### src/rtl/rvfi_bmc_pkg.sv
// Shared types for the RVFI BMC sequencer: FSM state encoding and the
// wait-counter width helper.
package rvfi_bmc_pkg;

  typedef enum logic [1:0] {
    S_RESET,
    S_RUN,
    S_CHECK,
    S_DONE
  } bmc_state_t;

  // The counter must be able to hold MAX_WAIT+1 so that a violation is representable.
  function automatic int wait_w(input int max_wait);
    return $clog2(max_wait + 2);
  endfunction

endpackage

### src/rtl/rvfi_bmc_sequencer_if.sv
// Valid/ready memory-channel bundle observed by the BMC sequencer.
// The harness drives it as master; the sequencer only listens.
interface rvfi_bmc_sequencer_if #(
  parameter int NCHAN = 1
) ();

  logic [NCHAN-1:0] mem_valid;
  logic [NCHAN-1:0] mem_ready;

  modport master (
    output mem_valid,
    output mem_ready
  );

  modport slave (
    input mem_valid,
    input mem_ready
  );

endinterface

### src/rtl/rvfi_bmc_wait_ctr.sv
// Per-channel bounded-wait tracker: counts consecutive stalled cycles and
// latches a sticky protocol error when valid is withdrawn mid-wait.
module rvfi_bmc_wait_ctr
  import rvfi_bmc_pkg::*;
#(
  parameter int MAX_WAIT = 4
) (
  input  logic clk,
  input  logic reset,
  input  logic valid_i,
  input  logic ready_i,
  output logic stall_viol_o,
  output logic proto_err_o
);

  localparam int W = wait_w(MAX_WAIT);
  localparam logic [W-1:0] LIMIT = W'(MAX_WAIT);
  localparam logic [W-1:0] SAT   = W'(MAX_WAIT + 1);

  logic [W-1:0] cnt_q, cnt_d;
  logic         proto_q, proto_d;
  logic         stall;

  // A non-zero count means the previous cycle was a stall, so no separate history flop is needed.
  always_comb begin
    stall   = valid_i & ~ready_i;
    cnt_d   = '0;
    proto_d = proto_q | ((cnt_q != '0) & ~valid_i);
    if (stall) begin
      cnt_d = (cnt_q == SAT) ? cnt_q : cnt_q + W'(1);
    end
  end

  always_ff @(posedge clk) begin
    if (reset) begin
      cnt_q   <= '0;
      proto_q <= 1'b0;
    end else begin
      cnt_q   <= cnt_d;
      proto_q <= proto_d;
    end
  end

  assign stall_viol_o = (cnt_q > LIMIT);
  assign proto_err_o  = proto_q;

endmodule

### src/rtl/rvfi_bmc_sequencer.sv
// Run control (DUT reset, one-shot check enable, saturating cycle count) and
// per-channel bus fairness for RVFI harnesses. Optional trap gating: RVFI_BMC_SEQ_TRAP_EN.
module rvfi_bmc_sequencer
  import rvfi_bmc_pkg::*;
#(
  parameter int NCHAN        = 1,
  parameter int RESET_CYCLES = 1,
  parameter int BMC_DEPTH    = 20,
  parameter int CYCLE_W      = 8,
  parameter int MAX_WAIT     = 4
) (
  input  logic                clk,
  input  logic                reset,
  rvfi_bmc_sequencer_if.slave mem,
  input  logic                trap,
  output logic                dut_resetn,
  output logic                check_en,
  output logic [CYCLE_W-1:0]  cycle,
  output logic [NCHAN-1:0]    stall_viol,
  output logic [NCHAN-1:0]    proto_err,
  output logic                assume_ok
);

  localparam logic [CYCLE_W-1:0] CYCLE_MAX  = '1;
  localparam logic [CYCLE_W-1:0] RESET_LAST = CYCLE_W'(RESET_CYCLES - 1);
  localparam logic [CYCLE_W-1:0] CHECK_LAST = CYCLE_W'(BMC_DEPTH - 1);

  bmc_state_t         state_q;
  logic [CYCLE_W-1:0] cycle_q, cycle_d;
  logic               dut_resetn_q;
  logic               check_q;
  logic               trapped;

  assign cycle_d = (cycle_q == CYCLE_MAX) ? cycle_q : cycle_q + CYCLE_W'(1);

  // Outputs are registered alongside the state so they change exactly with it.
  always_ff @(posedge clk) begin
    if (reset) begin
      state_q      <= S_RESET;
      cycle_q      <= '0;
      dut_resetn_q <= 1'b0;
      check_q      <= 1'b0;
    end else begin
      cycle_q <= cycle_d;
      case (state_q)
        S_RESET: begin
          if (cycle_q == RESET_LAST) begin
            state_q      <= S_RUN;
            dut_resetn_q <= 1'b1;
          end
        end
        S_RUN: begin
          if (cycle_q == CHECK_LAST) begin
            state_q <= S_CHECK;
            check_q <= 1'b1;
          end
        end
        S_CHECK: begin
          state_q <= S_DONE;
          check_q <= 1'b0;
        end
        default: begin
          state_q <= S_DONE;
          check_q <= 1'b0;
        end
      endcase
    end
  end

`ifdef RVFI_BMC_SEQ_TRAP_EN
  logic trapped_q;

  // Trap during DUT reset is meaningless, so it only counts once the DUT is running.
  always_ff @(posedge clk) begin
    if (reset) begin
      trapped_q <= 1'b0;
    end else if (trap && dut_resetn_q) begin
      trapped_q <= 1'b1;
    end
  end

  assign trapped = trapped_q;
`else
  logic trap_unused;

  assign trap_unused = trap;
  assign trapped     = 1'b0;
`endif

  for (genvar i = 0; i < NCHAN; i++) begin : g_chan
    rvfi_bmc_wait_ctr #(
      .MAX_WAIT (MAX_WAIT)
    ) u_wait_ctr (
      .clk          (clk),
      .reset        (reset),
      .valid_i      (mem.mem_valid[i]),
      .ready_i      (mem.mem_ready[i]),
      .stall_viol_o (stall_viol[i]),
      .proto_err_o  (proto_err[i])
    );
  end

  assign dut_resetn = dut_resetn_q;
  assign check_en   = check_q & ~trapped;
  assign cycle      = cycle_q;
  assign assume_ok  = ~|stall_viol & ~|proto_err & ~trapped;

endmodule

### src/flat_wrapper.sv
// flat-port wrapper written by rule: the top's interface ports become plain ports
module rvfi_bmc_sequencer_flat import rvfi_bmc_pkg::*;
#(
  parameter int NCHAN        = 1,
  parameter int RESET_CYCLES = 1,
  parameter int BMC_DEPTH    = 20,
  parameter int CYCLE_W      = 8,
  parameter int MAX_WAIT     = 4
)
  (clk, reset, trap, dut_resetn, check_en, cycle, stall_viol, proto_err, assume_ok, mem_mem_valid, mem_mem_ready);
  rvfi_bmc_sequencer_if #(.NCHAN(NCHAN)) mem_i ();
  input  logic clk;
  input  logic reset;
  input  logic trap;
  output logic dut_resetn;
  output logic check_en;
  output logic [CYCLE_W-1:0] cycle;
  output logic [NCHAN-1:0] stall_viol;
  output logic [NCHAN-1:0] proto_err;
  output logic assume_ok;
  input wire logic [$bits(mem_i.mem_valid)-1:0] mem_mem_valid;
  input wire logic [$bits(mem_i.mem_ready)-1:0] mem_mem_ready;
  assign mem_i.mem_valid = mem_mem_valid;
  assign mem_i.mem_ready = mem_mem_ready;
  rvfi_bmc_sequencer #(.NCHAN(NCHAN), .RESET_CYCLES(RESET_CYCLES), .BMC_DEPTH(BMC_DEPTH), .CYCLE_W(CYCLE_W), .MAX_WAIT(MAX_WAIT)) u_core (.clk(clk), .reset(reset), .mem(mem_i), .trap(trap), .dut_resetn(dut_resetn), .check_en(check_en), .cycle(cycle), .stall_viol(stall_viol), .proto_err(proto_err), .assume_ok(assume_ok));
endmodule
### config.mk
export PLATFORM = sky130hd
export DESIGN_NAME = rvfi_bmc_sequencer_flat
export DESIGN_NICKNAME = d
export VERILOG_FILES = /design/src/rtl/rvfi_bmc_pkg.sv /design/src/rtl/rvfi_bmc_sequencer_if.sv /design/src/rtl/rvfi_bmc_wait_ctr.sv /design/src/rtl/rvfi_bmc_sequencer.sv /design/src/flat_wrapper.sv
export SDC_FILE = /design/constraint.sdc
export NUM_CORES = 1
export LEC_CHECK = 0
export BUFFER_PORTS_ARGS = -buffer_cell sky130_fd_sc_hd__buf_2
export CELL_PAD_IN_SITES_DETAIL_PLACEMENT = 0
export CELL_PAD_IN_SITES_GLOBAL_PLACEMENT = 2
export CORE_AREA = 3 3 58 60
export DETAILED_ROUTE_END_ITERATION = 10
export DIE_AREA = 0 0 61 63
export PLACE_DENSITY = 0.67
export SYNTH_ARGS = -nofsm -noshare
export SYNTH_HDL_FRONTEND = slang
export SYNTH_SLANG_ARGS = --single-unit
### constraint.sdc
create_clock -name clk -period 1.4 [get_ports clk]
set_input_delay 0.21 -clock clk [delete_from_list [all_inputs] [get_ports clk]]
set_output_delay 0.21 -clock clk [all_outputs]
set_load 0.02 [all_outputs]
---- Word level (Yosys, flattened, before mapping) ----
Index checks and enable logic that the tools add are counted.
Widths: inputs -> output; s select.
word-level totals
  flip-flop bits (word level) ............. 16
  bits of input ports ..................... 5
  output and inout port bits .............. 13
  logic and storage cells ................. 37
operators by class
  add/sub/neg operators ................... 2
  order comparisons ....................... 1
  eq/ne operators ......................... 6
  muxes and demuxes ....................... 5
  bitwise operators ....................... 8
  reductions and logical operators ........ 9
operator list
  kind                 count
  $add 8x1->8 const B  1
  $eq 8x5->1 const B   1
  $eq 8x8->1 const B   1
  $logic_not 8->1      1
  $reduce_and 2->1     3
  $mux 2               2
  $ne 2x1->1 const B   2
  $not 1->1            4
  $pmux 2 s2           1
  $add 3x1->3 const B  1
  $and 1x1->1          3
  $eq 3x3->1 const B   1
  $gt 3x3->1 const B   1
  $reduce_bool 3->1    1
  $eq 2x1->1 const B   1
  $logic_not 1->1      2
  $logic_not 2->1      1
  $pmux 1 s2           1
  $reduce_or 2->1      1
  $mux 1               1
  $or 1x1->1           1

---- Depth between registers and ports, before layout ----
Gate-level depths: netlist (run 1).
  word-level depth ........................ 4
  depth in mapped cells ................... 5
  depth with buffers taken out ............ 5

---- By module ----
From an unflattened synthesis (run 1), not the netlist that was laid out.
second synthesis, totals
  cell total of the unflattened synthesis .. 97
  area total of the unflattened synthesis .. 844.6 µm²
modules (own cells, without submodules)
  module              instances  cells an instance  area each (µm²)  seq. area each (µm²)
  rvfi_bmc_sequencer  1          72                 631.9            240.2
  rvfi_bmc_wait_ctr   1          25                 212.7            80.1

---- Worst setup path before layout (run 1) ----
No wires, ideal clock.
  path kind ............................... flip-flop to flip-flop
  start point ............................. register u_core.cycle_q[0], in the netlist u_core.cycle[0]
  end point ............................... register u_core.cycle_q[0], in the netlist u_core.cycle[0]
  library setup time ...................... 0.121 ns
  data arrival time ....................... 1.561 ns
  required time ........................... 1.279 ns
  setup slack ............................. -0.282 ns
  stages on the path, launching flop included .. 6
  path buffers ............................ 1
  clock period less this slack ............ 1.682 ns
  cell sequence ........................... dfxtp_1 ha_1 nand2_1 or3_1 buf_2 mux2_4
on the way
  cells in the longest elaborated chain, start to end .. 1
  elaborated cells on any way between the ends .. 2
  those cells by class .................... 1 x add/sub; 1 x eq/ne
ends and longest elaborated chain
  item                                       RTL line                  source
  start, declared                            rvfi_bmc_sequencer.sv:29  logic [CYCLE_W-1:0] cycle_q, cycle_d;
  start signal, assigned                     rvfi_bmc_sequencer.sv:44  cycle_q <= cycle_d;
  $add 8x1->8 or $eq 8x8->1 (tied branches)  rvfi_bmc_sequencer.sv:34  assign cycle_d = (cycle_q == CYCLE_MAX) ? cycle_q : cycle_q + CYCLE_W'(1);
Several ways; a longest one is shown, not always the timed one.
A chain may end at the register's enable or synchronous reset.

---- Worst setup path in the final report (run 1) ----
  start point ............................. register u_core.cycle_q[2], in the netlist u_core.cycle[2]
  end point ............................... register u_core.state_q[0]
on the way
  cells in the longest elaborated chain, start to end .. 3
  elaborated cells on any way between the ends .. 5
  those cells by class .................... 3 x eq/ne; 2 x reduce/logical
ends and longest elaborated chain
  item                                           RTL line                                            source
  $eq 8x5->1 or $logic_not 8->1 (tied branches)  rvfi_bmc_sequencer.sv:53, rvfi_bmc_sequencer.sv:47
  $ne 2x1->1 (no line)                           -
  $reduce_and 2->1 (no line) (*)                 -
  end signal, assigned                           rvfi_bmc_sequencer.sv:54                            state_q <= S_CHECK;
  end signal, assigned                           rvfi_bmc_sequencer.sv:59                            state_q <= S_DONE;
  end signal, assigned                           rvfi_bmc_sequencer.sv:63                            state_q <= S_DONE;
  end, declared                                  rvfi_bmc_sequencer.sv:28                            bmc_state_t state_q;
Mark *: on every way between the ends. The rest lies on a longest branch, timed or not.

==> flow_summary.ini, run 1 <==
[status]
status = finished clean

[floorplan]
ioPinCount = 18
dieArea_um2 = 3843
core_um2 = 2978
die_h_um = 63
row_count = 20
initial_core_util = 0.2630
die_w_um = 61

[min_path]
hold_end = u_core.g_chan[0].u_wait_ctr.cnt_q[1]
hold_depth = 3
hp-class = primary input to flip-flop
hold_start = mem_mem_ready

[power]
vdd_drop_max_mv = 0.5748
leakage_nw = 0.4856
p_per_area_nw_per_um2 = 802.8

[layout]
final_common_cell = buf_2
final_nets = 132
syn_to_final_growth_pct = 38.82
layout-drive-gt1-share = 0.4545
diodes = 0
fin_util = 0.3651
fin_cells = 154
final_cell_mix = 15 x buf_2, 13 x buf_4, 10 x nor2_1

[global_routing]
grt_max_degree = 14
met2_usage = 0.1778
busiest_layer = met2
antenna_found_initial = 0
grt_pass1_wl_um = 3450
overflow = 0
use_met3 = 0.03719
grt.met1_usage = 0.1537
grt_pass1_vias = 763
grt_use_total = 0.1149

[worst_setup_path]
arrival_ns = 1.60
cp_max_fo = 8
crit_required_ns = 1.64
regToRegEndpoint = u_core.state_q[0]
worstReg2RegStart = u_core.cycle[2]
end_kind = flip-flop
rr_worst_depth = 3
reg2reg_slack_ns = 0.04
startpoint_type = flip-flop
crit_type = flip-flop to flip-flop

[route]
wl_um = 1976
postRouteAntennaNets = 0
wl_per_cell_um = 12.83
via_count = 745
drt_iter0_drc = 20
vias_per_cell = 4.838
firstDrtPassIters = 4
drc = 0

[sta]
slew_headroom = 0.7762
skew_ns = 0.003448
setup_tns_ns = 0
hold_violations = 0
period_minus_slack_ns = 1.362
tightest_slew_ns = 0.3315
post-route-period-util = 0.9732
setup_viol = 0
maxSlewViolCount = 0
fmax_mhz = 734.0

[yosys]
synth_warnings = 0
synth.distinct_cells = 31
avgSynthCellArea_um2 = 8.514
synthCells = 92
synthesis.nets = 102
syn_area_um2 = 783.3
yosysSeqAreaShare = 0.4089
synth-seq-cells = 16

[job]
maxCapViolations = 0

[clock_tree]
root_buffer = clkbuf_4
clock_latency_ns = 0.29
clk_path_buf_depth = 2
cts_tree = yes
htreeDepth = 1
cts_buffers = 3
clock_sinks = 16
cts.clk_slew.worst_paths_ns = 0.10

[placement]
hpwlAfterDp_um = 1463
placed_cells = 148
numPortBuffers = 16
gp_congestion = 0.7293
## critical path, cell delays in order, from the launching register on
cell and delay (ns):
dfxtp_2 0.37, or4_1 0.54, o41ai_2 0.21, o211a_1 0.18
## where the power goes
group / internal (W) / total (W) / switching (W)
registers: 0.000469 / 0.000483 / 0.0000141
logic: 0.0000599 / 0.000129 / 0.0000694
clock network: 0.000111 / 0.000261 / 0.000150
## metrics by stage
stage	hold WS [ns]	power, W	setup slack (ns)	instance area (um^2)
after detailed placement	0.4705	0.0006118	0.01626	1002
after CTS	0.2206	0.0008828	0.002710	1056
after global placement	0.4700	0.0006113	0.01196	1002
after global routing	0.2432	0.0009275	-0.03851	1087
final	0.2219	0.0008729	0.03754	1087
after floorplan	0.4030	0.0005650	-0.03424	828.3
## per-layer routing
layer  wire (um)  share of wire
met5           0              0
met4           0              0
met3          77          0.039
met2         953           0.48
met1         946           0.48
## worst max-delay path by stage
| stage | start | end | slack [ns] |
|---|---|---|---|
| 6_report | u_core.cycle[2] | u_core.state_q[0] | 0.04 |
| 3_3_place_gp | u_core.cycle[2] | u_core.state_q[0] | 0.01 |
| 4_1_cts | u_core.g_chan[0].u_wait_ctr.cnt_q[1] | assume_ok | 0.003 |
| 2_1_floorplan | u_core.cycle[1] | u_core.cycle[0] | -0.03 |
| 5_1_grt | u_core.cycle[2] | u_core.state_q[0] | -0.04 |
| 3_5_place_dp | u_core.cycle[1] | u_core.cycle[0] | 0.02 |
## registers in the layout (all words and copies together), names as in the netlist
register	flops
u_core.cycle	8
u_core.g_chan.u_wait_ctr.cnt_q	3
u_core.state_q	2
u_core.check_en	1
u_core.dut_resetn	1
u_core.g_chan.u_wait_ctr.proto_err_o	1
## cell families (layout without fill, tap and decap cells)
family	count (synthesis)	in the layout	synth area share
and+or+nand+nor	37	37	0.2460
AOI/OAI and AO/OA	20	20	0.1709
xor gates and xnor gates	1	1	0.01118
buffers and inverters	12	41	0.06389
adders and majority gates	5	5	0.07987
DFF	16	16	0.4089
muxes	1	1	0.01916
## cell usage after synthesis
master,instances,area share
dfxtp_1,16,0.41
nor2_1,11,0.053
inv_1,8,0.038
a31oi_1,6,0.048
ha_1,5,0.080
nand2_1,5,0.024
a21oi_1,4,0.026
nor3_1,4,0.026
a211oi_1,3,0.029
and3_1,3,0.024
nand3_1,3,0.019
and3_2,2,0.019
nor2b_1,2,0.016
o21ai_0,2,0.013
or3_1,2,0.016
a311oi_1,1,0.011
and2_1,1,0.0080
buf_1,1,0.0048
buf_2,1,0.0064
buf_4,1,0.0096
clkbuf_1,1,0.0048
mux2_4,1,0.019
nand2b_1,1,0.0080
nand3_2,1,0.013
nor4b_1,1,0.011
o211a_1,1,0.013
o311ai_0,1,0.011
o31ai_1,1,0.0096
o41ai_1,1,0.011
or4_1,1,0.0096
xnor2_1,1,0.011
## layout make-up
class | count | area (um^2)
Tap cell | 33 | 41.29
Multi-Input combinational cell | 64 | 462.9
Sequential cell | 16 | 342.8
Inverter | 8 | 30.03
Clock buffer | 4 | 26.28
Timing Repair Buffer | 29 | 183.9
Fill cell | 326 | 1891
## repair_timing
| action | CTS | global route |
|---|---|---|
| hold buffers | 0 | 0 |
| setup endpoints to repair | 3 | 3 |
| pin swaps | 0 | 2 |
| setup buffers | 2 | 0 |
| gates resized for setup | 5 | 8 |
No activity file was read; power rests on OpenSTA's default activity.
==> inputs of run 2 (changes only) <==
Settings changed: RECOVER_POWER set to 25.
==> run 2 against run 1 <==
Effect of this change:
- count of clock-buffer cells in the layout unchanged
- worst setup slack about the same
- die area unchanged
- critical endpoint unchanged
- register-to-register slack about the same
- combinational power about the same
- critical path type unchanged
- highest routed layer unchanged
- sequential cell count unchanged
- non-clock buffer count unchanged
==> flow_summary.ini, run 2 (synthesized netlist as in run 1, its figures left out) <==
[route]
drc = 0
wl_um = 1974
postRouteAntennaNets = 0
vias_per_cell = 4.844
firstDrtPassIters = 4
drt_iter0_drc = 20
via_count = 746
wl_per_cell_um = 12.82

[power]
fin_total_pwr_w = 0.0008706
vdd_drop_max_mv = 0.5746
p_per_area_nw_per_um2 = 806.3
leakage_nw = 0.4692

[floorplan]
row_count = 20
dieArea_um2 = 3843
ioPinCount = 18
die_w_um = 61
core_um2 = 2978
initial_core_util = 0.2630
die_h_um = 63

[worst_setup_path]
path_cells = or4_1, o41ai_2, o211a_1
critPathLaunch = u_core.cycle[2]
startpoint_type = flip-flop
crit_required_ns = 1.64
rr_worst_depth = 3
crit_slowest_cell = or4_1
cp_max_fo = 8
end_kind = flip-flop
arrival_ns = 1.60
crit_family = simple AND/OR/NAND/NOR gates
worstReg2RegStart = u_core.cycle[2]
cpPeakStageDelay_ns = 0.54
crit_cells = 3
crit_type = flip-flop to flip-flop
critPathBufInv = 0

[min_path]
hold_depth = 3
hold_start = mem_mem_ready
hp-class = primary input to flip-flop

[clock_tree]
cts.clk_slew.worst_paths_ns = 0.10
cts_buffers = 3
root_buffer = clkbuf_4
clock_latency_ns = 0.29
clk_path_buf_depth = 2
cts_tree = yes
clock_sinks = 16
ctsHoldBuffers = 0
htreeDepth = 1

[sta]
skew_ns = 0.003483
tightest_slew_ns = 0.3315
post-route-period-util = 0.9732
hold_slack_ns = 0.2219
slew_headroom = 0.7762
fin_ws_ns = 0.03750
hold_violations = 0
maxSlewViolCount = 0
period_minus_slack_ns = 1.362
setup_viol = 0
fmax_mhz = 733.9

[placement]
placed_cells = 148
numPortBuffers = 16
place_area_um2 = 1002
hpwlAfterDp_um = 1463
gp_congestion = 0.7293
pre_cts_ws_ns = 0.01626

[layout]
fin_cells = 154
layout-drive-gt1-share = 0.4215
final_cell_area_um2 = 1080
final_cell_mix = 12 x buf_2, 12 x buf_4, 10 x nor2_1
syn_to_final_growth_pct = 37.86
largest_reg_flops = 8
final_nets = 132
diodes = 0

[global_routing]
antenna_found_initial = 0
overflow = 0
grt_use_total = 0.1149
grt_max_degree = 14
grt_pass1_wl_um = 3450
grt_pass1_vias = 763

[job]
maxCapViolations = 0

[status]
status = finished clean
run 2: cell count changes in the layout (fill, tap and decap cells not counted):
cell      delta
buf_2        -3
clkbuf_1     +4
buf_4        -1
run 2: what timing repair did:
action,in CTS,in global routing
pin swaps,0,2
setup endpoints to repair,3,3
setup buffers,2,0
resized for setup,5,8
cloned,0,0
run 2: layout make-up:
cell class                 instances  area (um^2)
fill                             326         1898
sequential                        16        342.8
tap                               33        41.29
multi-input combinational         64        462.9
clock buffer                       4        26.28
timing repair buffer              29        176.4
inverter                           8        30.03
run 2: path summary, 6_finish.rpt:
check | end | slack [ns]
max | u_core.state_q[0] | 0.04
min | u_core.g_chan[0].u_wait_ctr.cnt_q[1] | 0.22
max reg2reg | u_core.state_q[0] | 0.04
min reg2reg | u_core.check_en | 0.48
run 2: metrics by stage:
| step | TNS (ns) | utilization |
|---|---|---|
| 2_1_floorplan | -0.03424 | - |
| 3_3_place_gp | 0 | 0.3366 |
| 3_5_place_dp | 0 | 0.3366 |
| 4_1_cts | 0 | 0.3546 |
| 5_1_grt | -0.03851 | 0.3626 |
| 6_report | 0 | 0.3626 |
run 2: routing by layer:
metal / share of wire / vias to the layer above / global-route usage
met2: 0.48 / 16 / 0.1778
met5: 0 / - / 0
met1: 0.48 / 348 / 0.1537
met4: 0 / 0 / 0.02439
li1: - / 382 / -
met3: 0.039 / 0 / 0.03719
run 2: where the power goes:
group / internal [W] / switching [W]
combinational: 0.0000575 / 0.0000694
sequential: 0.000469 / 0.0000143
clock: 0.000111 / 0.000150
run 2: tightest hold or removal path: stages:
cell     delay [ns]
buf_2          0.07
or3_1          0.14
a21oi_1        0.05
==> inputs of run 3 (changes only) <==
Settings changed: CORE_AREA 3 3 58 60 to 3 3 57 59, CTS_BUF_LIST set to sky130_fd_sc_hd__clkbuf_8, DIE_AREA 0 0 61 63 to 0 0 60 62, PLACE_DENSITY 0.67 to 0.69.
==> run 3 against run 2 <==
Effect of this change:
- global-route usage up 0.14 points
- combinational power about the same
- worst hold slack better by 0.056 ns
- sequential power about the same
- largest cell class unchanged
- largest power group unchanged
- highest routed layer is now met4
==> flow_summary.ini, run 3 (synthesized netlist as in run 1, its figures left out) <==
[status]
status = finished clean

[route]
wl_per_cell_um = 13.28
via_count = 754
drc = 0
vias_per_cell = 4.993
firstDrtPassIters = 4
drt_iter0_drc = 21
wl_um = 2005
postRouteAntennaNets = 0

[clock_tree]
cts_tree = yes
htreeDepth = 1
clk_path_buf_depth = 2
ctsHoldBuffers = 0
clock_latency_ns = 0.25
clock_sinks = 16
root_buffer = clkbuf_8
cts_buffers = 3
cts.clk_slew.worst_paths_ns = 0.07

[min_path]
hp-class = primary input to flip-flop
hold_depth = 3
hold_end = u_core.g_chan[0].u_wait_ctr.cnt_q[1]
hold_start = mem_mem_ready

[floorplan]
ioPinCount = 18
die_w_um = 60
dieArea_um2 = 3720
row_count = 19
core_um2 = 2758
initial_core_util = 0.2840
die_h_um = 62

[sta]
fmax_mhz = 731.7
fin_ws_ns = 0.03326
setup_viol = 0
hold_slack_ns = 0.2781
period_minus_slack_ns = 1.367
slew_headroom = 0.7878
post-route-period-util = 0.9762
rsz0062_at_grt = yes
skew_ns = 0.008470
maxSlewViolCount = 0
tightest_slew_ns = 0.3143
hold_violations = 0

[worst_setup_path]
crit_slowest_cell = or4_1
arrival_ns = 1.56
crit_type = flip-flop to flip-flop
critPathBufInv = 0
end_kind = flip-flop
path_cells = or4_1, o41ai_2, o211a_1
crit_family = simple AND/OR/NAND/NOR gates
cp_max_fo = 8
startpoint_type = flip-flop
cpPeakStageDelay_ns = 0.54
crit_required_ns = 1.59
worstReg2RegStart = u_core.cycle[2]
rr_worst_depth = 3
reg2reg_slack_ns = 0.03
regToRegEndpoint = u_core.state_q[0]

[layout]
final_cell_mix = 13 x buf_4, 12 x buf_2, 11 x nor2_1
layout-drive-gt1-share = 0.4083
syn_to_final_growth_pct = 37.86
fillers = 298
final_nets = 131
largest_reg_flops = 8
diodes = 0
final_common_cell = buf_4
final_cell_area_um2 = 1080

[placement]
place_area_um2 = 999.7
pre_cts_ws_ns = 0.009863
hpwlAfterDp_um = 1437
numPortBuffers = 16
gp_congestion = 0.7225

[power]
leakage_nw = 0.4775
p_per_area_nw_per_um2 = 891.5
fin_total_pwr_w = 0.0009626
vdd_drop_max_mv = 0.7066

[job]
maxCapViolations = 0

[global_routing]
antenna_found_initial = 0
grt_use_total = 0.1164
grt_max_degree = 14
grt_pass1_vias = 666
grt_pass1_wl_um = 3222
overflow = 0
run 3: layer usage:
| layer | global-route usage | share of wire | vias up |
|---|---|---|---|
| met5 | 0 | 0 | - |
| met3 | 0.04339 | 0.038 | 2 |
| met4 | 0.02848 | 0.0045 | 0 |
| li1 | - | - | 383 |
| met1 | 0.1571 | 0.52 | 361 |
| met2 | 0.1759 | 0.44 | 8 |
run 3: metrics by stage:
step                        util  setup TNS, ns  instances
after floorplan                -       -0.03424         92
after global placement    0.3625              0        146
after detailed placement  0.3625              0        146
after CTS                 0.3843              0        151
after global routing      0.3916       -0.01759        151
final                     0.3916              0        151
run 3: worst max-delay path by stage:
| stage | from | to | slack, ns | depth (start not counted) |
|---|---|---|---|---|
| after floorplan | u_core.cycle[1] | u_core.cycle[0] | -0.03 | 5 |
| after CTS | u_core.cycle[2] | u_core.state_q[0] | 0.002 | 3 |
| after global routing | u_core.cycle[2] | u_core.state_q[0] | -0.02 | 3 |
| after detailed placement | u_core.cycle[1] | u_core.cycle[0] | 0.01 | 4 |
| after global placement | u_core.cycle[1] | u_core.cycle[0] | 0.01 | 4 |
| final | u_core.cycle[2] | u_core.state_q[0] | 0.03 | 3 |
run 3: worst min-delay path: stages:
cell     delay [ns]
buf_2          0.07
or3_1          0.15
a21oi_1        0.05
run 3: power by group:
part | leakage, nW | switching, W | internal, W
Combinational | 0.314 | 0.0000674 | 0.0000566
Sequential | 0.136 | 0.0000142 | 0.000469
Clock | 0.0269 | 0.000161 | 0.000194
Total | 0.477 | 0.000243 | 0.000720
run 3: final cells by class:
class                           instances  area [um^2]  share of cell area
Sequential cell                        16        345.3              0.3198
Timing Repair Buffer                   28        168.9              0.1564
Tap cell                               31        38.79             0.03592
Clock buffer                            3        41.29             0.03824
Inverter                                8        30.03             0.02781
Multi-Input combinational cell         64        451.7              0.4183
Clock inverter                          1        3.754            0.003476
run 3: timing repair:
item | in CTS | in global routing
setup buffers | 1 | 0
endpoints found under the setup margin | 3 | 4
resized for setup | 3 | 6
